$ cat src/rtl/mii_rx_pkg.sv
// Shared FSM state type and framing/CRC constants for the MII receive framer.
package mii_rx_pkg;

   typedef enum logic [1:0] {
      IDLE,
      PRE,
      DATA,
      DROP
   } rx_state_t;

   localparam logic [3:0]  PREAMBLE_NIB = 4'h5;
   localparam logic [3:0]  SFD_NIB      = 4'hD;
   localparam logic [31:0] CRC_POLY     = 32'h04C11DB7;
   localparam logic [31:0] CRC_INIT     = 32'hFFFFFFFF;
   localparam logic [31:0] CRC_RESIDUE  = 32'hC704DD7B;

   function automatic logic [31:0] reflect32(input logic [31:0] v);
      logic [31:0] r;
      for (int unsigned i = 0; i < 32; i++) begin
         r[i] = v[31 - i];
      end
      return r;
   endfunction

endpackage

$ cat src/rtl/mii_rx_framer_crc32_d8.sv
// Combinational byte-wide CRC-32 step (LSB-first, reflected register).
// Only built when MII_RX_CRC_CHECK_EN is defined.
`ifdef MII_RX_CRC_CHECK_EN
module crc32_d8
   import mii_rx_pkg::*;
(
   input  logic [31:0] crc,
   input  logic [7:0]  data,
   output logic [31:0] crc_next
);

   localparam logic [31:0] POLY_REFL = reflect32(CRC_POLY);

   always_comb begin
      crc_next = crc;
      for (int unsigned i = 0; i < 8; i++) begin
         if (crc_next[0] ^ data[i]) begin
            crc_next = (crc_next >> 1) ^ POLY_REFL;
         end else begin
            crc_next = crc_next >> 1;
         end
      end
   end

endmodule
`endif

$ cat src/rtl/mii_rx_framer.sv
// MAC-side MII receive framer: strips preamble/SFD, packs nibbles into bytes, flags bad frames.
// Optional FCS check enabled by defining MII_RX_CRC_CHECK_EN.
module mii_rx_framer
   import mii_rx_pkg::*;
#(
   parameter int unsigned MIN_LEN = 64,
   parameter int unsigned MAX_LEN = 1522
) (
   input  logic       mac_mii_rxc,
   input  logic       rstn,
   input  logic       mac_mii_rxdv,
   input  logic       mac_mii_rxer,
   input  logic [3:0] mac_mii_rxd,
   output logic       o_valid,
   output logic [7:0] o_data,
   output logic       o_last,
   output logic       o_err,
   output logic       stat_ok,
   output logic       stat_bad
);

   localparam logic [10:0] MIN_CNT = 11'(MIN_LEN);
   localparam logic [10:0] MAX_CNT = 11'(MAX_LEN);

   rx_state_t   state, state_n;
   logic        nib_odd, nib_odd_n;
   logic [3:0]  low_nib, low_nib_n;
   logic        hold_valid, hold_valid_n;
   logic [7:0]  hold_byte, hold_byte_n;
   logic [10:0] byte_cnt, byte_cnt_n;
   logic        frame_err, frame_err_n;
   logic        valid_n, last_n, err_out_n, ok_n, bad_n;
   logic [7:0]  data_n;
   logic [7:0]  new_byte;
   logic        crc_bad;
   logic        end_bad;

   assign new_byte = {mac_mii_rxd, low_nib};

`ifdef MII_RX_CRC_CHECK_EN
   logic [31:0] crc, crc_n, crc_step;

   crc32_d8 u_crc (
      .crc      (crc),
      .data     (new_byte),
      .crc_next (crc_step)
   );

   // Register holds the reflected CRC, so compare against the bit-reversed magic residue.
   assign crc_bad = (reflect32(crc) != CRC_RESIDUE);

   always_ff @(posedge mac_mii_rxc or negedge rstn) begin
      if (!rstn) crc <= CRC_INIT;
      else       crc <= crc_n;
   end
`else
   assign crc_bad = 1'b0;
`endif

   assign end_bad = frame_err | nib_odd | (byte_cnt < MIN_CNT) | crc_bad;

   always_comb begin
      state_n      = state;
      nib_odd_n    = nib_odd;
      low_nib_n    = low_nib;
      hold_valid_n = hold_valid;
      hold_byte_n  = hold_byte;
      byte_cnt_n   = byte_cnt;
      frame_err_n  = frame_err;
      valid_n      = 1'b0;
      data_n       = '0;
      last_n       = 1'b0;
      err_out_n    = 1'b0;
      ok_n         = 1'b0;
      bad_n        = 1'b0;
`ifdef MII_RX_CRC_CHECK_EN
      crc_n        = crc;
`endif
      unique case (state)
         IDLE: begin
            if (mac_mii_rxdv) begin
               if (mac_mii_rxd == PREAMBLE_NIB) begin
                  state_n = PRE;
               end else begin
                  state_n = DROP;
                  bad_n   = 1'b1;
               end
            end
         end
         PRE: begin
            if (!mac_mii_rxdv) begin
               state_n = IDLE;
               bad_n   = 1'b1;
            end else if (mac_mii_rxd == SFD_NIB) begin
               state_n      = DATA;
               nib_odd_n    = 1'b0;
               hold_valid_n = 1'b0;
               byte_cnt_n   = '0;
               frame_err_n  = 1'b0;
`ifdef MII_RX_CRC_CHECK_EN
               crc_n        = CRC_INIT;
`endif
            end else if (mac_mii_rxd != PREAMBLE_NIB) begin
               state_n = DROP;
               bad_n   = 1'b1;
            end
         end
         DATA: begin
            if (!mac_mii_rxdv) begin
               state_n      = IDLE;
               hold_valid_n = 1'b0;
               if (hold_valid) begin
                  valid_n   = 1'b1;
                  data_n    = hold_byte;
                  last_n    = 1'b1;
                  err_out_n = end_bad;
                  ok_n      = !end_bad;
                  bad_n     = end_bad;
               end else begin
                  bad_n = 1'b1;
               end
            end else if (byte_cnt == MAX_CNT) begin
               state_n      = DROP;
               hold_valid_n = 1'b0;
               valid_n      = 1'b1;
               data_n       = hold_byte;
               last_n       = 1'b1;
               err_out_n    = 1'b1;
               bad_n        = 1'b1;
            end else begin
               if (mac_mii_rxer) frame_err_n = 1'b1;
               if (!nib_odd) begin
                  low_nib_n = mac_mii_rxd;
                  nib_odd_n = 1'b1;
               end else begin
                  nib_odd_n    = 1'b0;
                  valid_n      = hold_valid;
                  data_n       = hold_valid ? hold_byte : '0;
                  hold_byte_n  = new_byte;
                  hold_valid_n = 1'b1;
                  if (byte_cnt != '1) byte_cnt_n = byte_cnt + 11'd1;
`ifdef MII_RX_CRC_CHECK_EN
                  crc_n        = crc_step;
`endif
               end
            end
         end
         DROP: begin
            if (!mac_mii_rxdv) state_n = IDLE;
         end
         default: state_n = IDLE;
      endcase
   end

   always_ff @(posedge mac_mii_rxc or negedge rstn) begin
      if (!rstn) begin
         state      <= IDLE;
         nib_odd    <= 1'b0;
         low_nib    <= '0;
         hold_valid <= 1'b0;
         hold_byte  <= '0;
         byte_cnt   <= '0;
         frame_err  <= 1'b0;
         o_valid    <= 1'b0;
         o_data     <= '0;
         o_last     <= 1'b0;
         o_err      <= 1'b0;
         stat_ok    <= 1'b0;
         stat_bad   <= 1'b0;
      end else begin
         state      <= state_n;
         nib_odd    <= nib_odd_n;
         low_nib    <= low_nib_n;
         hold_valid <= hold_valid_n;
         hold_byte  <= hold_byte_n;
         byte_cnt   <= byte_cnt_n;
         frame_err  <= frame_err_n;
         o_valid    <= valid_n;
         o_data     <= data_n;
         o_last     <= last_n;
         o_err      <= err_out_n;
         stat_ok    <= ok_n;
         stat_bad   <= bad_n;
      end
   end

endmodule

$ cat config.mk
export PLATFORM = sky130hd
export DESIGN_NAME = mii_rx_framer
export DESIGN_NICKNAME = d
export VERILOG_FILES = /design/src/rtl/mii_rx_pkg.sv /design/src/rtl/mii_rx_framer_crc32_d8.sv /design/src/rtl/mii_rx_framer.sv
export SDC_FILE = /design/constraint.sdc
export NUM_CORES = 1
export LEC_CHECK = 0
export BUFFER_PORTS_ARGS = -buffer_cell sky130_fd_sc_hd__buf_2
export CAP_MARGIN = 40
export CORE_MARGIN = 5
export CORE_UTILIZATION = 30
export CTS_BUF_LIST = sky130_fd_sc_hd__clkbuf_8
export CTS_CLUSTER_SIZE = 28
export DETAILED_ROUTE_END_ITERATION = 6
export PLACE_DENSITY = 0.44
export SLEW_MARGIN = 20
export SYNTH_ARGS = -nofsm -noshare
export SYNTH_HDL_FRONTEND = slang
export SYNTH_SLANG_ARGS = --single-unit
export TNS_END_PERCENT = 100
$ cat constraint.sdc
create_clock -name mac_mii_rxc -period 3.2 [get_ports mac_mii_rxc]
set_input_delay 0.32 -clock mac_mii_rxc [delete_from_list [all_inputs] [get_ports mac_mii_rxc]]
set_output_delay 0.32 -clock mac_mii_rxc [all_outputs]
set_load 0.005 [all_outputs]
==> flow_summary.json <==
{
  "cts_max_level": 2,
  "grt_max_degree": 27,
  "syn_area_sq_um": 2020,
  "grtUsageMet1_pct": 15.3,
  "die_w_um": 92.0,
  "antenna_found_initial": 0,
  "yosys_warnings": 0,
  "core-area_sq_um": 6460,
  "ant_nets": 0,
  "async_flop_share_pct": 100,
  "synth_flop_cell": "dfrtp_1",
  "hp-class": "input pin to flip-flop",
  "ir_worst_vdd_mv": 0.162,
  "grt_pass1_vias": 1528,
  "start_kind": "flip-flop",
  "pwr-share-clk_pct": 26.5,
  "place_ws_ns": 0.657,
  "drive_gt1_share_pct": 22.7,
  "die_y_um": 92.0,
  "antenna_cells": 0,
  "first_pass_iters": 4,
  "vias": 1463,
  "use_met3_pct": 3.19,
  "skew_ns": 0.00902,
  "start_util_pct": 31.2,
  "max_freq_mhz": 397,
  "dp_hpwl_um": 3140,
  "timing.hold.ws_ns": 0.296,
  "grt_pass1_wl_um": 7750,
  "arrival_ns": 2.71,
  "synth_cells": 192,
  "synth_seq_cells": 41,
  "clock_latency_ns": 0.30,
  "vias_per_cell": 4.99,
  "final_common_cell": "dfrtp_1",
  "port_buffers": 20,
  "path_class": "flip-flop to flip-flop",
  "gr-max-usage-layer": "met2",
  "wirelength_um": 4360,
  "grt_use_met2_pct": 18.0,
  "drv_slew": 0,
  "intPower_mw": 1.06,
  "hold_viol": 0,
  "status": "completed",
  "endpoint_kind": "flip-flop",
  "gp_congestion": 0.785,
  "cts_root_buf": "clkbuf_8",
  "clk_pin_slew_ns": 0.08,
  "period_share_pct": 78.8,
  "slew_headroom_pct": 60.5,
  "cts_resized": 0,
  "ctsLongestPathBuffers": 2,
  "yosysUniqueCellTypes": 44,
  "die_area_sq_um": 8460,
  "ios": 21,
  "fillerInstances": 650,
  "overflow": 0,
  "track_usage_pct": 11.5,
  "numCtsBuffers": 5,
  "crit_fanout": 9,
  "post_drt_wl_per_cell_um": 14.9,
  "synth_edf_count": 0,
  "tightest_slew_ns": 0.593,
  "leakage_nw": 1.09,
  "finalSetupViolCount": 0,
  "switchingPower_uw": 569,
  "dr.first_iter.drc_count": 38,
  "finish.utilization_pct": 36.2,
  "post-route-min-period_ns": 2.52,
  "syn_nets": 208,
  "drc": 0,
  "final_cell_mix": "dfrtp_1 (41), buf_2 (20), nand2_1 (19)",
  "rsz0062_at_grt": "false",
  "syn2layout_area_growth_pct": 15.8,
  "power_frac_comb_pct": 31.8,
  "tns_ns": 0,
  "cellPowerDensity_nw_per_um2": 699,
  "num_rows": 29,
  "maxCapViolCount": 0,
  "synth_seq_area_share_pct": 50.9,
  "avgSynthCellArea_sq_um": 10.5,
  "cts_tree": "done",
  "total_power_mw": 1.63,
  "swShare_pct": 34.8,
  "finalWorstSetupSlack_ns": 0.679,
  "nets": 231,
  "required_ns": 3.39,
  "p_seq_share_pct": 41.7,
  "cts.sinks": 41
}
[area by class of cell]
type,count,area (sq um),share of cell area [%]
Clock inverter,3,46.3,1.98
Sequential cell,41,1030,43.9
Multi-Input combinational cell,137,935,40.0
Tap cell,77,96.3,4.12
Timing Repair Buffer,23,138,5.89
Inverter,7,26.3,1.12
Clock buffer,5,68.8,2.95
[state kept, by name, summed over array words and instances, names as in the netlist, 2 cells and up]
| name | flops |
|---|---|
| byte_cnt | 11 |
| low_nib | 4 |
| state | 2 |
| o_data | 8 |
| hold_byte | 8 |
[worst max-delay path: stages, from the launching register on]
cell,delay (ns)
dfrtp_1,0.40
inv_1,0.09
ha_1,0.14
or4b_4,0.48
or4_1,0.66
nand4_2,0.28
mux2_2,0.37
[metal layers]
metal	vias to the layer above	routed length (um)
met5	-	0
li1	737	-
met1	702	2170
met2	20	2010
met3	4	127
met4	0	61
[stage by stage]
step,std cells,area [sq um]
floorplan,192,2020
global placement,283,2190
detailed placement,284,2210
CTS,293,2340
global route,293,2340
finish,293,2340
[worst paths after layout]
| kind | slack [ns] | cells after the start | from | to |
|---|---|---|---|---|
| setup / recovery | 0.68 | 6 | byte_cnt[0] | hold_byte[4] |
| hold / removal | 0.30 | 2 | mac_mii_rxd[0] | low_nib[0] |
| setup reg to reg | 0.68 | 6 | byte_cnt[0] | hold_byte[4] |
| hold reg to reg | 0.48 | 2 | hold_byte[7] | hold_byte[7] |
| max in group asynchronous | 2.26 | 3 | rstn | nib_odd |
| min in group asynchronous | 0.48 | 2 | rstn | o_data[2] |
[power groups by stage]
stage	clock, mW	sequential (mW)	combinational, mW
2_1_floorplan	0	0.668	0.396
3_3_place_gp	0	0.692	0.522
3_5_place_dp	0	0.693	0.523
4_1_cts	0.451	0.682	0.527
5_1_grt	0.470	0.697	0.596
6_report	0.432	0.681	0.519
[logic make-up (layout without fill, tap and decap cells)]
family / count (synthesis) / in the layout / synth area share, %
AOI/OAI and AO/OA: 43 / 43 / 14.6
adders and majority gates: 8 / 8 / 4.96
buffers and inverters: 14 / 38 / 2.79
DFF: 41 / 41 / 50.9
muxes: 13 / 13 / 7.26
and+or+nand+nor: 73 / 73 / 19.5
[synthesized netlist by cell type, types with 2 or more instances]
cell       n  area [sq um]
nor4_1     2          12.5
inv_1      6          22.5
or3_1      2          12.5
a31oi_1    2          12.5
and2_1    12          75.1
o31ai_1    2          15.0
nor2_1    14          52.6
ha_1       8           100
clkbuf_1   4          15.0
o21a_1     2          15.0
nand4_1    3          18.8
o22a_1     5          43.8
nand2_1   19          71.3
and3_1     2          12.5
a211oi_1   2          15.0
nor3_1     3          15.0
dfrtp_1   41          1030
a21oi_1    4          20.0
o21ai_0   15          75.1
mux2_2    13           146
nand3_1    6          30.0
buf_2      3          15.0
[timing repair]
action / CTS / global route
hold buffers: 1 / 0
endpoints found under the hold margin: 15 / 0
setup buffers: 0 / 0
No activity file was read; power rests on OpenSTA's default activity.
